--- config.mk ---
export PLATFORM = sky130hd
export DESIGN_NAME = instr_fetch
export DESIGN_NICKNAME = d
export VERILOG_FILES = /design/src/rtl/instr_fetch_pkg.sv /design/src/rtl/instr_fetch_pc_reg.sv /design/src/rtl/instr_fetch.sv
export SDC_FILE = /design/constraint.sdc
export NUM_CORES = 1
export LEC_CHECK = 0
export BUFFER_PORTS_ARGS = -buffer_cell sky130_fd_sc_hd__buf_2
export CELL_PAD_IN_SITES_DETAIL_PLACEMENT = 0
export CELL_PAD_IN_SITES_GLOBAL_PLACEMENT = 2
export CORE_UTILIZATION = 32
export DETAILED_ROUTE_END_ITERATION = 16
export PLACE_DENSITY = 0.93
export SLEW_MARGIN = 5
export SYNTH_ARGS = -nofsm -noshare
export SYNTH_HDL_FRONTEND = slang
export SYNTH_SLANG_ARGS = --single-unit
--- constraint.sdc ---
create_clock -name clk -period 2.3 [get_ports clk]
set_input_delay 0.46 -clock clk [delete_from_list [all_inputs] [get_ports clk]]
set_output_delay 0.46 -clock clk [all_outputs]
set_load 0.03 [all_outputs]
--- src/rtl/instr_fetch_pkg.sv ---
// Shared definitions for the instruction fetch stage.
//   ADDR_W            - width of the PC / Read_Address bus
//   INSTR_W           - width of an instruction word
//   HALT_WORD_DEFAULT - default encoding that stops fetching
//   state_e           - fetch FSM states
package instr_fetch_pkg;

  localparam int unsigned ADDR_W  = 8;
  localparam int unsigned INSTR_W = 8;

  localparam logic [INSTR_W-1:0] HALT_WORD_DEFAULT = 8'hFF;

  typedef enum logic {
    StFetch,
    StHalted
  } state_e;

endpackage

--- src/rtl/instr_fetch_pc_reg.sv ---
// Program counter for the fetch stage (the pc_reg block).
// Holds the PC, advances it by one modulo MEM_DEPTH, and loads a redirect
// address reduced modulo MEM_DEPTH. A load takes priority over an advance.
// Ports:
//   clk        - clock, rising edge
//   reset      - asynchronous active-high reset, PC returns to 0
//   advance    - step PC to (PC+1) mod MEM_DEPTH
//   load       - load PC from load_addr (wrapped)
//   load_addr  - redirect address
//   pc         - current PC
module instr_fetch_pc_reg
  import instr_fetch_pkg::*;
#(
  parameter int unsigned MEM_DEPTH = 32
) (
  input  logic              clk,
  input  logic              reset,
  input  logic              advance,
  input  logic              load,
  input  logic [ADDR_W-1:0] load_addr,
  output logic [ADDR_W-1:0] pc
);

  localparam logic [ADDR_W-1:0] LastAddr = ADDR_W'(MEM_DEPTH - 1);

  logic [ADDR_W-1:0] pc_q;
  logic [ADDR_W-1:0] pc_d;
  logic [ADDR_W-1:0] pc_inc;
  logic [ADDR_W-1:0] load_wrapped;

  // Explicit compare keeps the wrap correct for non-power-of-two depths.
  assign pc_inc       = (pc_q == LastAddr) ? '0 : pc_q + ADDR_W'(1);
  assign load_wrapped = ADDR_W'(32'(load_addr) % MEM_DEPTH);

  always_comb begin
    pc_d = pc_q;
    if (load) begin
      pc_d = load_wrapped;
    end else if (advance) begin
      pc_d = pc_inc;
    end
  end

  always_ff @(posedge clk or posedge reset) begin
    if (reset) begin
      pc_q <= '0;
    end else begin
      pc_q <= pc_d;
    end
  end

  assign pc = pc_q;

endmodule

--- src/rtl/instr_fetch.sv ---
// Instruction fetch stage: drives the PC to instruction memory, captures the
// returned word into a single output slot with a valid/ready handshake, and
// stops fetching after capturing HALT_WORD.
// Optional feature: define FETCH_BRANCH_EN to honour branch_en/branch_target
// (redirect + flush, also leaves HALTED). Without it those inputs are ignored
// and HALTED is left only by reset.
// Ports:
//   clk           - clock, rising edge
//   reset         - asynchronous active-high reset
//   Read_Address  - current PC to instruction memory
//   instruction   - memory word at Read_Address (combinational)
//   stall         - inhibits new fetches while high
//   branch_en     - single-cycle redirect request
//   branch_target - redirect address
//   out_instr     - fetched instruction
//   out_pc        - address of out_instr
//   out_valid     - output slot holds a valid instruction
//   out_ready     - decode accepts the instruction this cycle
//   halted        - fetch is stopped
module instr_fetch
  import instr_fetch_pkg::*;
#(
  parameter int unsigned        MEM_DEPTH = 32,
  parameter logic [INSTR_W-1:0] HALT_WORD = HALT_WORD_DEFAULT
) (
  input  logic               clk,
  input  logic               reset,
  output logic [ADDR_W-1:0]  Read_Address,
  input  logic [INSTR_W-1:0] instruction,
  input  logic               stall,
  input  logic               branch_en,
  input  logic [ADDR_W-1:0]  branch_target,
  output logic [INSTR_W-1:0] out_instr,
  output logic [ADDR_W-1:0]  out_pc,
  output logic               out_valid,
  input  logic               out_ready,
  output logic               halted
);

  state_e             state_q, state_d;
  logic [INSTR_W-1:0] out_instr_q, out_instr_d;
  logic [ADDR_W-1:0]  out_pc_q, out_pc_d;
  logic               out_valid_q, out_valid_d;

  logic [ADDR_W-1:0]  pc;
  logic               pc_advance;
  logic               redirect;
  logic               slot_free;
  logic               fetch_ok;

`ifdef FETCH_BRANCH_EN
  assign redirect = branch_en;
`else
  assign redirect = 1'b0;
  logic unused_branch_en;
  assign unused_branch_en = branch_en;
`endif

  instr_fetch_pc_reg #(
    .MEM_DEPTH (MEM_DEPTH)
  ) u_pc_reg (
    .clk       (clk),
    .reset     (reset),
    .advance   (pc_advance),
    .load      (redirect),
    .load_addr (branch_target),
    .pc        (pc)
  );

  // The slot can take a new word when empty or being drained this cycle.
  assign slot_free = !out_valid_q || out_ready;
  assign fetch_ok  = (state_q == StFetch) && !stall;

  always_comb begin
    state_d     = state_q;
    out_instr_d = out_instr_q;
    out_pc_d    = out_pc_q;
    out_valid_d = out_valid_q;
    pc_advance  = 1'b0;

    if (redirect) begin
      // Redirect beats stall, hold and any capture on the same edge.
      out_valid_d = 1'b0;
      state_d     = StFetch;
    end else if (slot_free) begin
      if (fetch_ok) begin
        out_instr_d = instruction;
        out_pc_d    = pc;
        out_valid_d = 1'b1;
        pc_advance  = 1'b1;
        if (instruction == HALT_WORD) begin
          state_d = StHalted;
        end
      end else begin
        out_valid_d = 1'b0;
      end
    end
  end

  always_ff @(posedge clk or posedge reset) begin
    if (reset) begin
      state_q     <= StFetch;
      out_instr_q <= '0;
      out_pc_q    <= '0;
      out_valid_q <= 1'b0;
    end else begin
      state_q     <= state_d;
      out_instr_q <= out_instr_d;
      out_pc_q    <= out_pc_d;
      out_valid_q <= out_valid_d;
    end
  end

  assign Read_Address = pc;
  assign out_instr    = out_instr_q;
  assign out_pc       = out_pc_q;
  assign out_valid    = out_valid_q;
  assign halted       = (state_q == StHalted);

endmodule

==> results of run 1 <==
[layout by cell type (no fill, tap or decap)]
cell | netlist | routed
inv_1 | 2 | 2
xnor2_1 | 4 | 4
mux2_2 | 10 | 10
nor4b_1 | 1 | 1
nand2_1 | 1 | 1
buf_4 | 1 | 1
buf_2 | 0 | 37
nor3b_1 | 1 | 1
a41oi_1 | 1 | 1
dfrtp_1 | 26 | 26
nor2_1 | 1 | 1
a31oi_1 | 1 | 1
ha_1 | 1 | 1
and3_1 | 3 | 3
and2b_1 | 1 | 1
and4_1 | 1 | 1
bufinv_16 | 0 | 1
nand3_1 | 1 | 1
and2_1 | 2 | 2
nand4_1 | 6 | 6
mux2_4 | 7 | 7
a2111oi_0 | 1 | 1
or2_2 | 1 | 1
clkbuf_4 | 0 | 3
a21o_1 | 3 | 3
o31ai_1 | 1 | 1
nor2_8 | 1 | 1
nand2b_1 | 1 | 1
nand2_4 | 1 | 1
[final cells by class]
type | count | area (um^2) | area share, %
Multi-Input combinational cell | 51 | 476.7 | 33.16
Tap cell | 46 | 57.56 | 4.003
Timing Repair Buffer | 38 | 192.7 | 13.40
Clock inverter | 1 | 30.03 | 2.089
Sequential cell | 26 | 650.6 | 45.26
Inverter | 2 | 7.507 | 0.5222
Clock buffer | 3 | 22.52 | 1.567
[cell families after synthesis]
| kind of cell | after synthesis | synth area share (%) |
|---|---|---|
| AO/OA/AOI/OAI | 7 | 4.665 |
| XOR/XNOR | 4 | 3.037 |
| adder cells (fa/ha/maj) | 1 | 1.084 |
| buffers and inverters | 4 | 2.278 |
| flip-flops | 26 | 56.40 |
| multiplexers | 17 | 18.87 |
| AND/OR/NAND/NOR | 22 | 13.67 |
[through the flow]
step                      power (W)  cell area [um^2]  instances  util [%]  hold WS (ns)
final                     0.0008455              1438        167     42.41        0.1472
after global routing      0.0008764              1438        167     42.41        0.1874
after CTS                 0.0008618              1438        167     42.41        0.1457
after detailed placement  0.0005388              1385        163     40.86        0.4645
after global placement    0.0005359              1385        163     40.86        0.4633
after floorplan           0.0005114              1154         81         -        0.5000
[power groups by stage]
stage | Combinational [W] | Sequential [W] | Clock, W
floorplan | 0.0000166 | 0.000495 | 0
global placement | 0.0000576 | 0.000478 | 0
detailed placement | 0.0000597 | 0.000479 | 0
CTS | 0.0000598 | 0.000471 | 0.000331
global route | 0.0000635 | 0.000472 | 0.000341
finish | 0.0000582 | 0.000471 | 0.000317
[worst max-delay path, stage by stage, from the launching register on]
cell and delay [ns]:
dfrtp_1 0.48, ha_1 0.28, nor4b_1 0.17, a2111oi_0 0.45
a21o_1 0.13
[metal layers]
metal  vias to the layer above  GRT usage (%)  wire length (um)
met5                         -              0                 0
met4                         0          6.667                27
met3                         4          1.863               104
met2                        24          25.23              1165
met1                       403          16.67               984
li1                        374              -                 -
[worst paths after layout]
kind | cells after the start | end | startpoint
min in group clk | 2 | out_instr[7] | instruction[7]
worst min register to register | 1 | out_pc[2] | out_pc[2]
max in group asynchronous | 3 | out_pc[3] | reset
worst max register to register | 4 | u_pc_reg.pc[0] | u_pc_reg.pc[0]
worst min-delay path | 3 | out_instr[2] | reset
worst max-delay path | 4 | u_pc_reg.pc[0] | u_pc_reg.pc[0]
==> impl_metrics.py, run 1 <==
metrics = {
    "run_status": {
        "outcome": "finished clean",
    },
    "setup_path": {
        "arrival_ns": 1.85,
        "crit_fanout": 7,
        "startpoint_type": "flip-flop",
        "critPathRequiredTime_ns": 2.59,
        "crit_path_end_kind": "flip-flop",
        "r2r_slack_ns": 0.73,
        "critPathKind": "reg2reg",
    },
    "logic_synthesis": {
        "synth_cell_types": 27,
        "ys.flop_type": "dfrtp_1",
        "synth.net_count": 103,
        "ys_ff_latch": 26,
        "syn_inst": 81,
        "synth_top_area_cell": "dfrtp_1",
        "seq_area_frac_synth_pct": 56.40,
        "synthTopCellsByArea": "dfrtp_1 (56%), mux2_2 (9.8%), mux2_4 (9.1%), nand4_1 (3.3%), xnor2_1 (3.0%)",
        "synth-edff-count": 0,
        "async_flop_share_pct": 100.0,
        "yosys_warnings": 0,
        "synthTopCellsByCount": "dfrtp_1 (26), mux2_2 (10), mux2_4 (7)",
        "yosysTopAreaCellShare_pct": 56.40,
        "yosys.cell_count.top_type": "dfrtp_1",
        "avgSynthCellArea_um2": 14.24,
        "synth_area_um2": 1154,
    },
    "final_layout": {
        "final_layout_size_suffix_gt1_share_pct": 51.24,
        "antenna_cells": 0,
        "fin_nets": 144,
        "area_delta_synth_final_pct": 24.62,
        "fillCellCount": 327,
    },
    "sta": {
        "worst_pin_slew_ns": 0.4074,
        "finalSetupViolations": 0,
        "clock.fmax_ghz": 0.6375,
        "hold_viol_final": 0,
        "fin_crit_ns": 1.569,
        "slew_headroom_pct": 72.13,
        "rsz0062_at_grt": "false",
        "tns_ns": 0,
        "timing.final.crit_share_pct": 68.20,
        "skew_ns": 0.01262,
        "report.final.slew_viol_count": 0,
        "layout_setup_ws_ns": 0.7314,
    },
    "placement": {
        "finalWeightedCongestion": 0.8154,
        "port_buffers": 37,
        "dp_hpwl_um": 1660,
        "place_ws_ns": 0.5843,
    },
    "cts": {
        "cts_root_buffer": "clkbuf_4",
        "cts_setup_buffers": 0,
        "clk_pin_slew_worst_paths_ns": 0.15,
        "cts-buffers-inserted": 3,
        "cts_hold_buf": 0,
        "cts.sinks": 26,
        "clk_path_buf_depth": 2,
        "cts_tree": "done",
        "ctsHtreeMaxLevel": 1,
        "cts_resized": 0,
        "worstSkewPairLatency_ns": 0.33,
    },
    "drt": {
        "first_pass_iters": 3,
        "drc": 0,
        "wire_per_inst_um": 13.66,
        "avgViaCountPerCell": 4.820,
        "ant_nets": 0,
        "wirelength_um": 2282,
        "via_count": 805,
        "drtIter0Drc": 28,
    },
    "global_routing": {
        "grt_start_max_net_pins": 27,
        "grt_first_pass_wirelength_um": 3857,
        "grt_overflow": 0,
        "antenna_found_initial": 0,
        "grt_usage_pct": 14.11,
        "grt_pass1_vias": 861,
    },
    "power": {
        "power_frac_seq_pct": 55.7,
        "clockPowerShare_pct": 37.5,
        "internal-power_w": 0.0006632,
        "power_frac_comb_pct": 6.9,
        "p_leak_nw": 0.8178,
        "power.density_nw_per_um2": 588.1,
        "p_sw_w": 0.0001822,
        "peakVddDrop_mv": 0.2824,
        "p_sw_share_pct": 21.55,
    },
    "worst_hold_path": {
        "hp-class": "in2async",
    },
    "floorplan": {
        "die_x_um": 62.04,
        "rows": 21,
        "die_area_um2": 3849,
        "start_util_pct": 34.03,
        "fp.dieH_um": 62.04,
        "io_pins": 47,
        "core_um2": 3390,
    },
    "job": {
        "drv_cap": 0,
    },
}
Note: power is estimated with default switching activity, not from simulation.
==> run 2: changes to the inputs <==
--- a/config.mk
+++ b/config.mk
@@ -5,12 +5,13 @@
 export SDC_FILE = /design/constraint.sdc
 export NUM_CORES = 1
 export LEC_CHECK = 0
+export ABC_AREA = 1
 export BUFFER_PORTS_ARGS = -buffer_cell sky130_fd_sc_hd__buf_2
 export CELL_PAD_IN_SITES_DETAIL_PLACEMENT = 0
 export CELL_PAD_IN_SITES_GLOBAL_PLACEMENT = 2
-export CORE_UTILIZATION = 32
+export CORE_UTILIZATION = 23
 export DETAILED_ROUTE_END_ITERATION = 16
-export PLACE_DENSITY = 0.93
+export PLACE_DENSITY = 0.84
 export SLEW_MARGIN = 5
 export SYNTH_ARGS = -nofsm -noshare
 export SYNTH_HDL_FRONTEND = slang
==> constraint.sdc (replaced) <==
create_clock -name clk -period 1.4 [get_ports clk]
set_input_delay 0.28 -clock clk [delete_from_list [all_inputs] [get_ports clk]]
set_output_delay 0.28 -clock clk [all_outputs]
set_load 0.03 [all_outputs]
==> run 2 against run 1 <==
  * Total power grew 80%
  * Largest cell class unchanged
  * Sequential power grew 66%
  * Critical path depth shrank 3
  * Setup slack lost 0.59 ns
  * Cell count grew 51%
  * Clock power grew 95%
  * Routed wire length grew 12%
  * Clock-buffer cell count is the same
  * Via count grew 22%
  * Register-to-register slack lost 0.56 ns
==> impl_metrics.py, run 2 <==
metrics = {
    "logic_synthesis": {
        "synthTopCellsByCount": "nand2_1 (52), dfrtp_1 (26), inv_1 (17)",
        "synth_top_area_cell": "dfrtp_1",
        "yosys.cell_count.top_type": "nand2_1",
        "yosys_warnings": 0,
        "synth_area_um2": 1175,
        "synth_cell_types": 18,
        "synth.net_count": 165,
        "avgSynthCellArea_um2": 8.216,
        "yosysTopAreaCellShare_pct": 55.38,
        "seq_area_frac_synth_pct": 55.38,
        "synth-edff-count": 0,
        "ys_ff_latch": 26,
        "synthTopCellsByArea": "dfrtp_1 (55%), nand2_1 (17%), inv_1 (5.4%), o21ai_0 (4.3%), nand3_1 (3.8%)",
        "ys.flop_type": "dfrtp_1",
        "async_flop_share_pct": 100.0,
        "syn_inst": 143,
    },
    "final_layout": {
        "final_common_cell": "nand2_1",
        "postLayoutCellArea_um2": 1528,
        "fin_nets": 209,
        "fillCellCount": 553,
        "final_cell_mix": "nand2_1 (52), buf_2 (37), dfrtp_1 (26)",
        "final_layout_size_suffix_gt1_share_pct": 28.49,
        "antenna_cells": 0,
        "area_delta_synth_final_pct": 30.03,
    },
    "setup_path": {
        "setup.worst_path.start": "u_pc_reg.pc[4]",
        "path_depth": 1,
        "ff2ff_path_depth": 6,
        "crit_buf_inv": 1,
        "cpMaxStageDelayCell": "dfrtp_1",
        "crit_end": "Read_Address[4]",
        "critPathRequiredTime_ns": 1.12,
        "r2r_slack_ns": 0.17,
        "slowest_delay_ns": 0.47,
        "crit_fanout": 6,
        "cp_cell_sequence": "buf_2",
        "critPathKind": "reg2out",
        "cp_top_family": "flip-flops",
        "crit_path_end_kind": "output pin",
        "startpoint_type": "flip-flop",
        "rr_startpoint": "u_pc_reg.pc[1]",
        "arrival_ns": 0.98,
        "worstReg2RegEnd": "u_pc_reg.pc[3]",
    },
    "sta": {
        "finalSetupViolations": 0,
        "skew_ns": 0.002313,
        "slew_headroom_pct": 77.30,
        "tns_ns": 0,
        "report.final.slew_viol_count": 0,
        "worst_pin_slew_ns": 0.3405,
        "timing.final.crit_share_pct": 90.16,
        "fin_crit_ns": 1.262,
        "rsz0062_at_grt": "false",
        "layout_setup_ws_ns": 0.1378,
        "hold_viol_final": 0,
        "clock.fmax_ghz": 0.7923,
    },
    "cts": {
        "cts-buffers-inserted": 3,
        "ctsHtreeMaxLevel": 1,
        "cts_setup_buffers": 0,
        "clk_path_buf_depth": 2,
        "cts_hold_buf": 0,
        "worstSkewPairLatency_ns": 0.27,
        "cts_resized": 0,
        "cts_tree": "done",
        "cts_root_buffer": "clkbuf_8",
        "cts.sinks": 26,
        "clk_pin_slew_worst_paths_ns": 0.09,
    },
    "drt": {
        "wire_per_inst_um": 10.14,
        "drtIter0Drc": 27,
        "via_count": 982,
        "wirelength_um": 2566,
        "ant_nets": 0,
        "drc": 0,
        "first_pass_iters": 4,
        "avgViaCountPerCell": 3.881,
    },
    "worst_hold_path": {
        "hp-class": "in2async",
    },
    "placement": {
        "finalWeightedCongestion": 0.7618,
        "port_buffers": 37,
        "dp_hpwl_um": 1977,
        "place_ws_ns": 0.1623,
        "place_area_um2": 1456,
    },
    "floorplan": {
        "fp.dieH_um": 73.47,
        "die_x_um": 73.47,
        "start_util_pct": 24.39,
        "core_um2": 4817,
        "die_area_um2": 5398,
        "rows": 25,
        "io_pins": 47,
    },
    "power": {
        "p_leak_nw": 0.8604,
        "fin_total_pwr_w": 0.001519,
        "peakVddDrop_mv": 0.5653,
        "power.density_nw_per_um2": 994.1,
    },
    "global_routing": {
        "antenna_found_initial": 0,
        "grt_usage_pct": 10.92,
        "grt_overflow": 0,
        "grt_pass1_vias": 1042,
        "grt_first_pass_wirelength_um": 4588,
        "grt_start_max_net_pins": 27,
    },
    "run_status": {
        "outcome": "finished clean",
    },
    "job": {
        "drv_cap": 0,
    },
}
## run 2: changes by cell type in the layout (fill, tap and decap cells not counted), sizes merged, moves of 3 or more
cell   before  now
a21o        3    0
and3        3    0
buf        38   43
inv         2   17
mux2       17    0
nand2       2   55
nand3       1    9
nand4       6    0
nor2        2   13
o21ai       0   12
xnor2       4    0
## run 2: power by group
group / internal [W] / leakage [nW] / switching (W) / total, W
clock: 0.000383 / 0.0357 / 0.000236 / 0.000619
combinational: 0.0000377 / 0.510 / 0.0000818 / 0.000120
sequential: 0.000768 / 0.314 / 0.0000123 / 0.000780
## run 2: layout make-up
cell class              instances  area (um^2)  share of cell area [%]
repair buffers                 43        230.2                   15.07
clock inverters                 1        30.03                   1.966
inverters                      18        67.56                   4.423
multi-input cells              95        424.2                   27.76
flip-flops and latches         26        650.6                   42.59
well taps                      67        83.83                   5.487
clock buffers                   3        41.29                   2.703
## run 2: logic make-up after synthesis
kind of cell / after synthesis / share of synthesized area, %
compound gates: 14 / 6.602
xor+xnor: 1 / 0.7456
fa+ha+maj: 1 / 1.065
buf+inv: 22 / 8.519
flops: 26 / 55.38
simple gates: 79 / 27.69
## run 2: how the worst min path moves through the flow
| stage | depth (start not counted) | start | slack, ns | to |
|---|---|---|---|---|
| detailed placement | 3 | reset | 0.36 | out_instr[1] |
| global route | 3 | reset | 0.1 | out_pc[1] |
| global placement | 3 | reset | 0.36 | out_pc[0] |
| floorplan | 1 | reset | 0.32 | halted |
| finish | 3 | reset | 0.04 | out_instr[1] |
| CTS | 3 | reset | 0.05 | out_pc[1] |
## run 2: routing by layer
metal / share of wire, % / vias to the layer above / global-route usage (%)
met3: 5.3 / 5 / 3.292
li1: - / 522 / -
met2: 44 / 22 / 17.53
met4: 0.94 / 0 / 2.564
met1: 49 / 433 / 14.40
met5: 0 / - / 0
## run 2: through the flow
stage,instances,utilization [%],hold slack (ns)
after detailed placement,249,30.23,0.3558
after global placement,249,30.23,0.3638
after global routing,253,31.71,0.09558
after floorplan,143,-,0.3200
final,253,31.71,0.04289
after CTS,253,31.71,0.04899
